File: src/rtl/tribus_controller_pkg.sv
// Shared types, constants and counter sizing for the tristate bus controller.
package tribus_pkg;

  typedef enum logic [1:0] {IDLE, DRIVE, GAP} tribus_state_t;

  localparam int DEF_N      = 4;
  localparam int DEF_W      = 1;
  localparam int DEF_SETTLE = 2;
  localparam int DEF_TURN   = 1;

  // The counter only ever holds SETTLE-1 or TURN-1, so size it for the larger.
  function automatic int cnt_w(input int settle, input int turn);
    int m;
    m = (settle > turn) ? settle : turn;
    return (m <= 1) ? 1 : $clog2(m);
  endfunction

endpackage

File: src/rtl/tribus_controller_if.sv
// Driver requests/enables, resolved bus value and the captured-word output port.
interface tribus_controller_if import tribus_pkg::*; #(
  parameter int N = DEF_N,
  parameter int W = DEF_W
);
  localparam int IW = (N > 1) ? $clog2(N) : 1;

  logic [N-1:0]  req;
  logic [W-1:0]  bus_in;
  logic [N-1:0]  en;
  logic [W-1:0]  dout;
  logic [IW-1:0] dout_src;
  logic          dout_valid;
  logic          dout_ready;
  logic          busy;

  modport master (
    input  req, bus_in, dout_ready,
    output en, dout, dout_src, dout_valid, busy
  );

  modport slave (
    output req, bus_in, dout_ready,
    input  en, dout, dout_src, dout_valid, busy
  );
endinterface

File: src/rtl/tribus_controller_rr_arbiter.sv
// Round-robin pick of one request, searching upward from ptr with wrap.
// Latency: combinational.
// Backpressure: none; go=0 suppresses every grant.
module rr_arbiter #(
  parameter int N  = 4,
  parameter int IW = (N > 1) ? $clog2(N) : 1
) (
  input  logic [N-1:0]  req,
  input  logic [IW-1:0] ptr,
  input  logic          go,
  output logic [N-1:0]  grant,
  output logic [IW-1:0] grant_idx
);

  logic          found;
  logic [IW-1:0] idx;

  always_comb begin
    grant     = '0;
    grant_idx = '0;
    found     = 1'b0;
    idx       = '0;
    for (int i = 0; i < N; i++) begin
      idx = IW'((int'(ptr) + i) % N);
      if (go && !found && req[idx]) begin
        found      = 1'b1;
        grant[idx] = 1'b1;
        grant_idx  = idx;
      end
    end
  end

endmodule

File: src/rtl/tribus_controller.sv
// Tristate bus owner: grants one driver enable, waits SETTLE, samples, then holds a TURN gap.
// Latency: word valid SETTLE+1 cycles after req seen in IDLE; next enable no earlier than SETTLE+TURN+2.
// Backpressure: single-word output slot; arbitration stalls in IDLE while the slot is full and unconsumed.
module tribus_controller import tribus_pkg::*; #(
  parameter int N      = DEF_N,
  parameter int W      = DEF_W,
  parameter int SETTLE = DEF_SETTLE,
  parameter int TURN   = DEF_TURN
) (
  input logic                 clk,
  input logic                 rst,
  tribus_controller_if.master io
);

  localparam int IW = (N > 1) ? $clog2(N) : 1;
  localparam int CW = cnt_w(SETTLE, TURN);

  tribus_state_t state_q, state_d;
  logic [CW-1:0] cnt_q, cnt_d;
  logic [IW-1:0] ptr_q, ptr_d;
  logic [IW-1:0] g_q, g_d;
  logic [N-1:0]  en_q, en_d;
  logic [N-1:0]  grant;
  logic [IW-1:0] grant_idx;
  logic [W-1:0]  dout_q;
  logic [IW-1:0] src_q;
  logic          vld_q;
  logic          cap;
  logic          go;

  // Slot is free if empty or being drained on this very edge.
  assign go = (state_q == IDLE) && (!vld_q || io.dout_ready);

  rr_arbiter #(.N(N), .IW(IW)) u_arb (
    .req       (io.req),
    .ptr       (ptr_q),
    .go        (go),
    .grant     (grant),
    .grant_idx (grant_idx)
  );

  always_comb begin
    state_d = state_q;
    cnt_d   = cnt_q;
    ptr_d   = ptr_q;
    g_d     = g_q;
    en_d    = en_q;
    cap     = 1'b0;
    unique case (state_q)
      IDLE: begin
        if (|grant) begin
          state_d = DRIVE;
          en_d    = grant;
          g_d     = grant_idx;
          cnt_d   = CW'(SETTLE - 1);
        end
      end
      DRIVE: begin
        if (cnt_q == '0) begin
          cap     = 1'b1;
          en_d    = '0;
          ptr_d   = (g_q == IW'(N - 1)) ? '0 : g_q + 1'b1;
          cnt_d   = CW'(TURN - 1);
          state_d = GAP;
        end else begin
          cnt_d = cnt_q - 1'b1;
        end
      end
      GAP: begin
        if (cnt_q == '0) state_d = IDLE;
        else             cnt_d   = cnt_q - 1'b1;
      end
      default: state_d = IDLE;
    endcase
  end

  always_ff @(posedge clk) begin
    if (rst) begin
      state_q <= IDLE;
      cnt_q   <= '0;
      ptr_q   <= '0;
      g_q     <= '0;
      en_q    <= '0;
      dout_q  <= '0;
      src_q   <= '0;
      vld_q   <= 1'b0;
    end else begin
      state_q <= state_d;
      cnt_q   <= cnt_d;
      ptr_q   <= ptr_d;
      g_q     <= g_d;
      en_q    <= en_d;
      if (cap) begin
        dout_q <= io.bus_in;
        src_q  <= g_q;
        vld_q  <= 1'b1;
      end else if (vld_q && io.dout_ready) begin
        vld_q  <= 1'b0;
      end
    end
  end

  assign io.en         = en_q;
  assign io.dout       = dout_q;
  assign io.dout_src   = src_q;
  assign io.dout_valid = vld_q;
  assign io.busy       = (state_q != IDLE);

endmodule

File: src/flat_wrapper.sv
// flat-port wrapper written by rule: the top's interface ports become plain ports
module tribus_controller_flat import tribus_pkg::*;
#(
  parameter int N      = DEF_N,
  parameter int W      = DEF_W,
  parameter int SETTLE = DEF_SETTLE,
  parameter int TURN   = DEF_TURN
)
  (clk, rst, io_req, io_bus_in, io_dout_ready, io_en, io_dout, io_dout_src, io_dout_valid, io_busy);
  tribus_controller_if #(.N(N), .W(W)) io_i ();
  input logic clk;
  input logic rst;
  input wire logic [$bits(io_i.req)-1:0] io_req;
  input wire logic [$bits(io_i.bus_in)-1:0] io_bus_in;
  input wire logic [$bits(io_i.dout_ready)-1:0] io_dout_ready;
  output wire logic [$bits(io_i.en)-1:0] io_en;
  output wire logic [$bits(io_i.dout)-1:0] io_dout;
  output wire logic [$bits(io_i.dout_src)-1:0] io_dout_src;
  output wire logic [$bits(io_i.dout_valid)-1:0] io_dout_valid;
  output wire logic [$bits(io_i.busy)-1:0] io_busy;
  assign io_i.req = io_req;
  assign io_i.bus_in = io_bus_in;
  assign io_i.dout_ready = io_dout_ready;
  assign io_en = io_i.en;
  assign io_dout = io_i.dout;
  assign io_dout_src = io_i.dout_src;
  assign io_dout_valid = io_i.dout_valid;
  assign io_busy = io_i.busy;
  tribus_controller #(.N(N), .W(W), .SETTLE(SETTLE), .TURN(TURN)) u_core (.clk(clk), .rst(rst), .io(io_i));
endmodule
File: config.mk
export PLATFORM = sky130hd
export DESIGN_NAME = tribus_controller_flat
export DESIGN_NICKNAME = d
export VERILOG_FILES = /design/src/rtl/tribus_controller_pkg.sv /design/src/rtl/tribus_controller_if.sv /design/src/rtl/tribus_controller_rr_arbiter.sv /design/src/rtl/tribus_controller.sv /design/src/flat_wrapper.sv
export SDC_FILE = /design/constraint.sdc
export NUM_CORES = 1
export LEC_CHECK = 0
export ABC_AREA = 1
export CORE_ASPECT_RATIO = 1.4
export CORE_MARGIN = 1.5
export CORE_UTILIZATION = 49
export CTS_CLUSTER_SIZE = 28
export DETAILED_ROUTE_END_ITERATION = 10
export PLACE_DENSITY = 0.73
export REMOVE_ABC_BUFFERS = 1
export SLEW_MARGIN = 20
export SYNTH_ARGS = -nofsm -noshare
export SYNTH_HDL_FRONTEND = slang
export SYNTH_SLANG_ARGS = --single-unit
File: constraint.sdc
create_clock -name clk -period 3.8 [get_ports clk]
set_input_delay 0.76 -clock clk [delete_from_list [all_inputs] [get_ports clk]]
set_output_delay 0.76 -clock clk [all_outputs]
set_load 0.02 [all_outputs]
Yosys cells after proc, flatten, opt, wreduce, memory -nomap -nowiden
Index checks and enable logic that the tools add are counted.
{"block": "classes", "eq_ne": 6, "n_mux": 42, "bitwise_logic": 4, "n_lt_le_gt_ge": 8, "add_sub_neg": 5, "reduce_logical": 30}
{"cell": "2-to-1 mux 4 bit", "n": 6}
{"cell": "2-to-1 mux 1 bit", "n": 17}
{"cell": "2-to-1 mux 2 bit", "n": 8}
{"cell": "logical AND 1 bit", "n": 13}
{"cell": "less-than comparator 2 x 3 -> 1 bit (second input constant)", "n": 4}
{"cell": "bitwise OR 4 bit", "n": 3}
{"cell": "binary-select mux 1 bit (select 2 bit)", "n": 4}
{"cell": "demux 1 bit (select 2 bit)", "n": 4}
{"cell": "greater-or-equal comparator 2 x 1 -> 1 bit (second input constant)", "n": 4}
{"cell": "one-hot mux 4 bit (2 select lines)", "n": 1}
{"cell": "nonzero test 2 bit", "n": 4}
{"cell": "inequality test 2 bit (second input constant)", "n": 3}
{"cell": "one-hot mux 2 bit (3 select lines)", "n": 1}
{"cell": "AND reduction 2 bit", "n": 3}
{"cell": "AND reduction 3 bit", "n": 2}
{"cell": "adder 2 x 1 -> 2 bit (second input constant)", "n": 2}
{"cell": "adder 2 bit (second input constant)", "n": 2}
{"cell": "equality test 2 bit (second input constant)", "n": 2}
{"cell": "logical NOT 1 bit", "n": 4}
{"cell": "OR reduction 4 bit", "n": 1}
{"cell": "equality test 2 x 1 -> 1 bit (second input constant)", "n": 1}
{"cell": "logical NOT 2 bit", "n": 1}
{"cell": "one-hot mux 1 bit (2 select lines)", "n": 1}
{"cell": "OR reduction 2 bit", "n": 1}
{"cell": "other kinds (3)", "n": 3}
{"block": "word_totals", "reg_bits": 15, "inputBits": 8, "word_cells": 103, "output_inout_bits": 9}

Logic depth before layout (Yosys ltp)
{"block": "depth", "ltp_word": 20, "ltp_mapped": 16, "mapped_depth_nobuf": 16}

Modules after synthesis
A second synthesis with hierarchy kept.
{"block": "hier_totals", "hier_cells": 185, "area_unflattened_um2": 1248.7}
{"module": "tribus_controller", "n_inst": 1, "seq_area_each_um2": 300.3, "area_per_inst_um2": 743.2, "cells_each": 103}
{"module": "rr_arbiter", "n_inst": 1, "seq_area_each_um2": 0.0, "area_per_inst_um2": 505.5, "cells_each": 82}

Worst setup path after synthesis
OpenSTA, ideal clock, no wires.
{"block": "synth_path", "path_type": "register -> register", "from": "register u_core.ptr_q[0]", "to": "register u_core.en_q[0] (netlist: u_core.io.en[0])", "n_path_buf": 0, "setup_slack_ns": 1.681, "path_stages_with_launch": 15, "setup_ns": 0.115, "t_required_ns": 3.685, "arrival_ns": 2.003, "period_less_slack_ns": 2.119, "cell_sequence": "dfxtp_1 inv_2 ha_1 inv_1 nand3_4 nand2_1 inv_2 nor2_8 nand3_1 nand3b_4 nor2_4 nand3_4 nand3_2 nand2_1 a21oi_2"}
{"block": "synth_via", "elab_chain_len": 19, "elab_cells_between_ends": 56, "cone_classes": "3 x add/sub; 8 x order compare; 1 x eq/ne; 25 x mux; 3 x bitwise; 16 x reduce/logical"}
{"item": "start, declared", "line_no": "tribus_controller.sv:20", "rtl": "logic [IW-1:0] ptr_q, ptr_d;"}
{"item": "start signal, assigned", "line_no": "tribus_controller.sv:90", "rtl": "ptr_q <= ptr_d;"}
{"item": "parallel branches: the longest is 15 deep, another holds less-than comparator 2 x 3 -> 1 bit"}
{"item": "2-to-1 mux 4 bit (*)", "line_no": "tribus_controller_rr_arbiter.sv:25", "rtl": "if (go && !found && req[idx]) begin"}
{"item": "OR reduction 4 bit", "line_no": "tribus_controller.sv:51", "rtl": "if (|grant) begin"}
{"item": "inequality test 2 bit (no line)"}
{"item": "AND reduction 3 bit (no line)"}
{"item": "end signal, assigned", "line_no": "tribus_controller.sv:92", "rtl": "en_q <= en_d;"}
{"item": "end, declared", "line_no": "tribus_controller.sv:22", "rtl": "logic [N-1:0] en_q, en_d;"}
Mark *: on every way between the ends. The select of a mux whose other input is x is not followed.
A chain may end at the register's enable or synchronous reset.

Worst setup path after layout
{"block": "layout_path", "from": "register u_core.state_q[0]", "to": "output port io_busy"}
{"block": "layout_via", "elab_chain_len": 1}
{"item": "start, declared", "line_no": "tribus_controller.sv:18", "rtl": "tribus_state_t state_q, state_d;"}
{"item": "start signal, assigned", "line_no": "tribus_controller.sv:88", "rtl": "state_q <= state_d;"}
{"item": "nonzero test 2 bit", "line_no": "tribus_controller.sv:107", "rtl": "assign io.busy = (state_q != IDLE);"}
{"item": "end, declared", "line_no": "flat_wrapper.sv:20", "rtl": "output wire logic [$bits(io_i.busy)-1:0] io_busy;"}
No other way between the ends.

==> results.json <==
{
  "outcome": "finished, violations left",
  "violations": "DRC",
  "drv_slew": 0,
  "synthMuxAreaShare_pct": 0,
  "fmax_mhz": 393,
  "initial_core_util_pct": 53.4,
  "synth_edf_count": 0,
  "tightest_slew_ns": 0.449,
  "whs_ns": 0.472,
  "p_comb_share_pct": 72.7,
  "gp_congestion": 0.864,
  "finalCritPeriodShare_pct": 67.0,
  "maxCapViolCount": 0,
  "yosysSeqAreaShare_pct": 25.2,
  "cts_setup_buffers": 0,
  "wirelength_mm": 2.51,
  "ys_async_sr_fraction_pct": 0,
  "die_w_um": 44.6,
  "die_area_um2": 2740,
  "antenna_left": 0,
  "postSynthCellCount": 159,
  "antenna_found_initial": 0,
  "path_clk_slew_ns": 0.09,
  "slew_headroom_pct": 69.9,
  "hold_viol_final": 0,
  "fin_crit_ns": 2.54,
  "skew_ns": 0.00280,
  "dominantRegCellSynth": "dfxtp_1",
  "nNetsFinal": 198,
  "wl_per_cell_um": 12.5,
  "final_cell_area_um2": 1400,
  "row_count": 20,
  "syn_area_um2": 1190,
  "grt_usage_pct": 22.1,
  "preCtsSetupSlack_ns": 1.20,
  "vias": 1119,
  "synth_compound_area_share_pct": 11.6,
  "syn_avg_cell_area_um2": 7.48,
  "post_drt_via_cell_ratio": 5.60,
  "swShare_pct": 54.4,
  "overflow": 0,
  "cts_resized": 0,
  "area_delta_synth_final_pct": 17.5,
  "synth_top_family_by_area": "simple AND/OR/NAND/NOR gates",
  "yosys.area_share.simple_pct": 45.0,
  "finalSetupTns_ns": 0,
  "postCtsHoldBufs": 0,
  "grt_pass1_wl_mm": 4.46,
  "power_density_nw_per_um2": 985,
  "timing.critical_path.to_type": "primary output",
  "cts_tree": "built",
  "final_common_cell": "nand2_1",
  "layout_setup_ws_ns": 1.26,
  "p_clk_share_pct": 6.8,
  "die_h_um": 61.3,
  "dp_hpwl_mm": 2.09,
  "htreeDepth": 1,
  "final_cell_mix": "nand2_1, clkdlybuf4s50_1, dfxtp_1, inv_1, nand3_1",
  "rsz0062_at_grt": "no",
  "utilization_pct": 62.8,
  "synth_cell_types": 27,
  "cp-start-kind": "flop",
  "setup_violations": 0,
  "io_buffers": 16,
  "drt_first_pass_iters": 7,
  "grt_pass1_vias": 1116,
  "p_leak_nw": 0.653,
  "criticalPathCategory": "flop to primary output",
  "drt_iter0_drc": 24,
  "required_ns": 3.04,
  "post-route-drc-count": 2,
  "cp_max_fo": 3,
  "numCtsBuffers": 3,
  "root_buffer": "clkbuf_4",
  "cts.path.max_buffers": 2,
  "vdd_drop_max_mv": 0.445,
  "synthAdderAreaFrac_pct": 11.6,
  "p_seq_share_pct": 20.5,
  "crit_arrival_ns": 1.78,
  "yosysWarnings": 0,
  "synth_xor_area_share_pct": 0,
  "grt_max_degree": 11,
  "io_pins": 17,
  "antennaDiodeCount": 0,
  "placed_area_um2": 1370,
  "drive_above_1_share_pct": 19.7,
  "p_sw_mw": 0.749,
  "synth_seq_cells": 15,
  "clkLatencyLatePin_ns": 0.29,
  "p_int_mw": 0.628,
  "clock_sinks": 15,
  "worstHoldPathType": "flop to flop",
  "core_um2": 2230
}
power groups by stage:
stage	registers (mW)	logic (mW)	clock network (mW)
2_1_floorplan	0.311	0.738	0
3_3_place_gp	0.282	0.974	0
3_5_place_dp	0.285	1.00	0
4_1_cts	0.282	1.00	0.0963
5_1_grt	0.294	1.11	0.103
6_report	0.282	1.00	0.0933
critical path, cell delays in order, from the launching register on:
cell and delay (ns):
dfxtp_1 0.36, inv_1 0.09, ha_1 0.27, inv_1 0.16, clkdlybuf4s50_1 0.62
state kept, by name, indices dropped and copies added (netlist names):
signal and flops:
u_core.io.dout_src 2, u_core.io.dout 1, u_core.g_q 2, u_core.io.dout_valid 1
u_core.ptr_q 2, u_core.state_q 2, u_core.io.en 4, u_core.cnt_q 1
cell families after synthesis:
| logic type | Yosys count |
|---|---|
| buffers and inverters | 20 |
| AO/OA/AOI/OAI | 21 |
| AND/OR/NAND/NOR | 92 |
| flip-flops | 15 |
| adder cells (fa/ha/maj) | 11 |
per-layer routing:
| layer | global-route usage [%] | vias to the layer above | routed length, um |
|---|---|---|---|
| li1 | - | 559 | - |
| met1 | 21.7 | 527 | 945 |
| met2 | 41.2 | 23 | 1420 |
| met3 | 3.23 | 10 | 61 |
| met4 | 15.6 | 0 | 77 |
| met5 | 0 | - | 0 |
worst paths after layout:
check | from | endpoint | slack, ns | cells past startpoint
max | u_core.state_q[0]$_SDFFE_PP0P_ | io_busy | 1.26 | 4
min | u_core.io.en[2]$_SDFFE_PP0P_ | u_core.io.en[2]$_SDFFE_PP0P_ | 0.47 | 2
max reg2reg | u_core.ptr_q[1]$_SDFFE_PP0P_ | u_core.io.en[3]$_SDFFE_PP0P_ | 1.28 | 14
min reg2reg | u_core.io.en[2]$_SDFFE_PP0P_ | u_core.io.en[2]$_SDFFE_PP0P_ | 0.47 | 2
synthesized netlist by cell type (5+ instances only):
library cell / n / area (um2)
nand2_1: 43 / 161
dfxtp_1: 15 / 300
inv_1: 14 / 52.6
nand3_1: 12 / 60.1
ha_1: 11 / 138
nor2_1: 10 / 37.5
a21oi_1: 7 / 35.0
nand3_2: 6 / 60.1
nand2_2: 5 / 31.3
per-stage QoR:
step	cells	power [mW]
4_1_cts	200	1.38
6_report	200	1.38
3_5_place_dp	196	1.29
3_3_place_gp	196	1.26
2_1_floorplan	158	1.05
5_1_grt	200	1.51
final cells by class:
cell class,instances,area (um2)
Fill cell,202,830
Multi-Input combinational cell,124,811
Sequential cell,15,300
Timing Repair Buffer,16,160
Inverter,19,71.3
Tap cell,22,27.5
Clock buffer,3,22.5
Clock inverter,1,5.00
No activity file was read; power rests on OpenSTA's default activity.
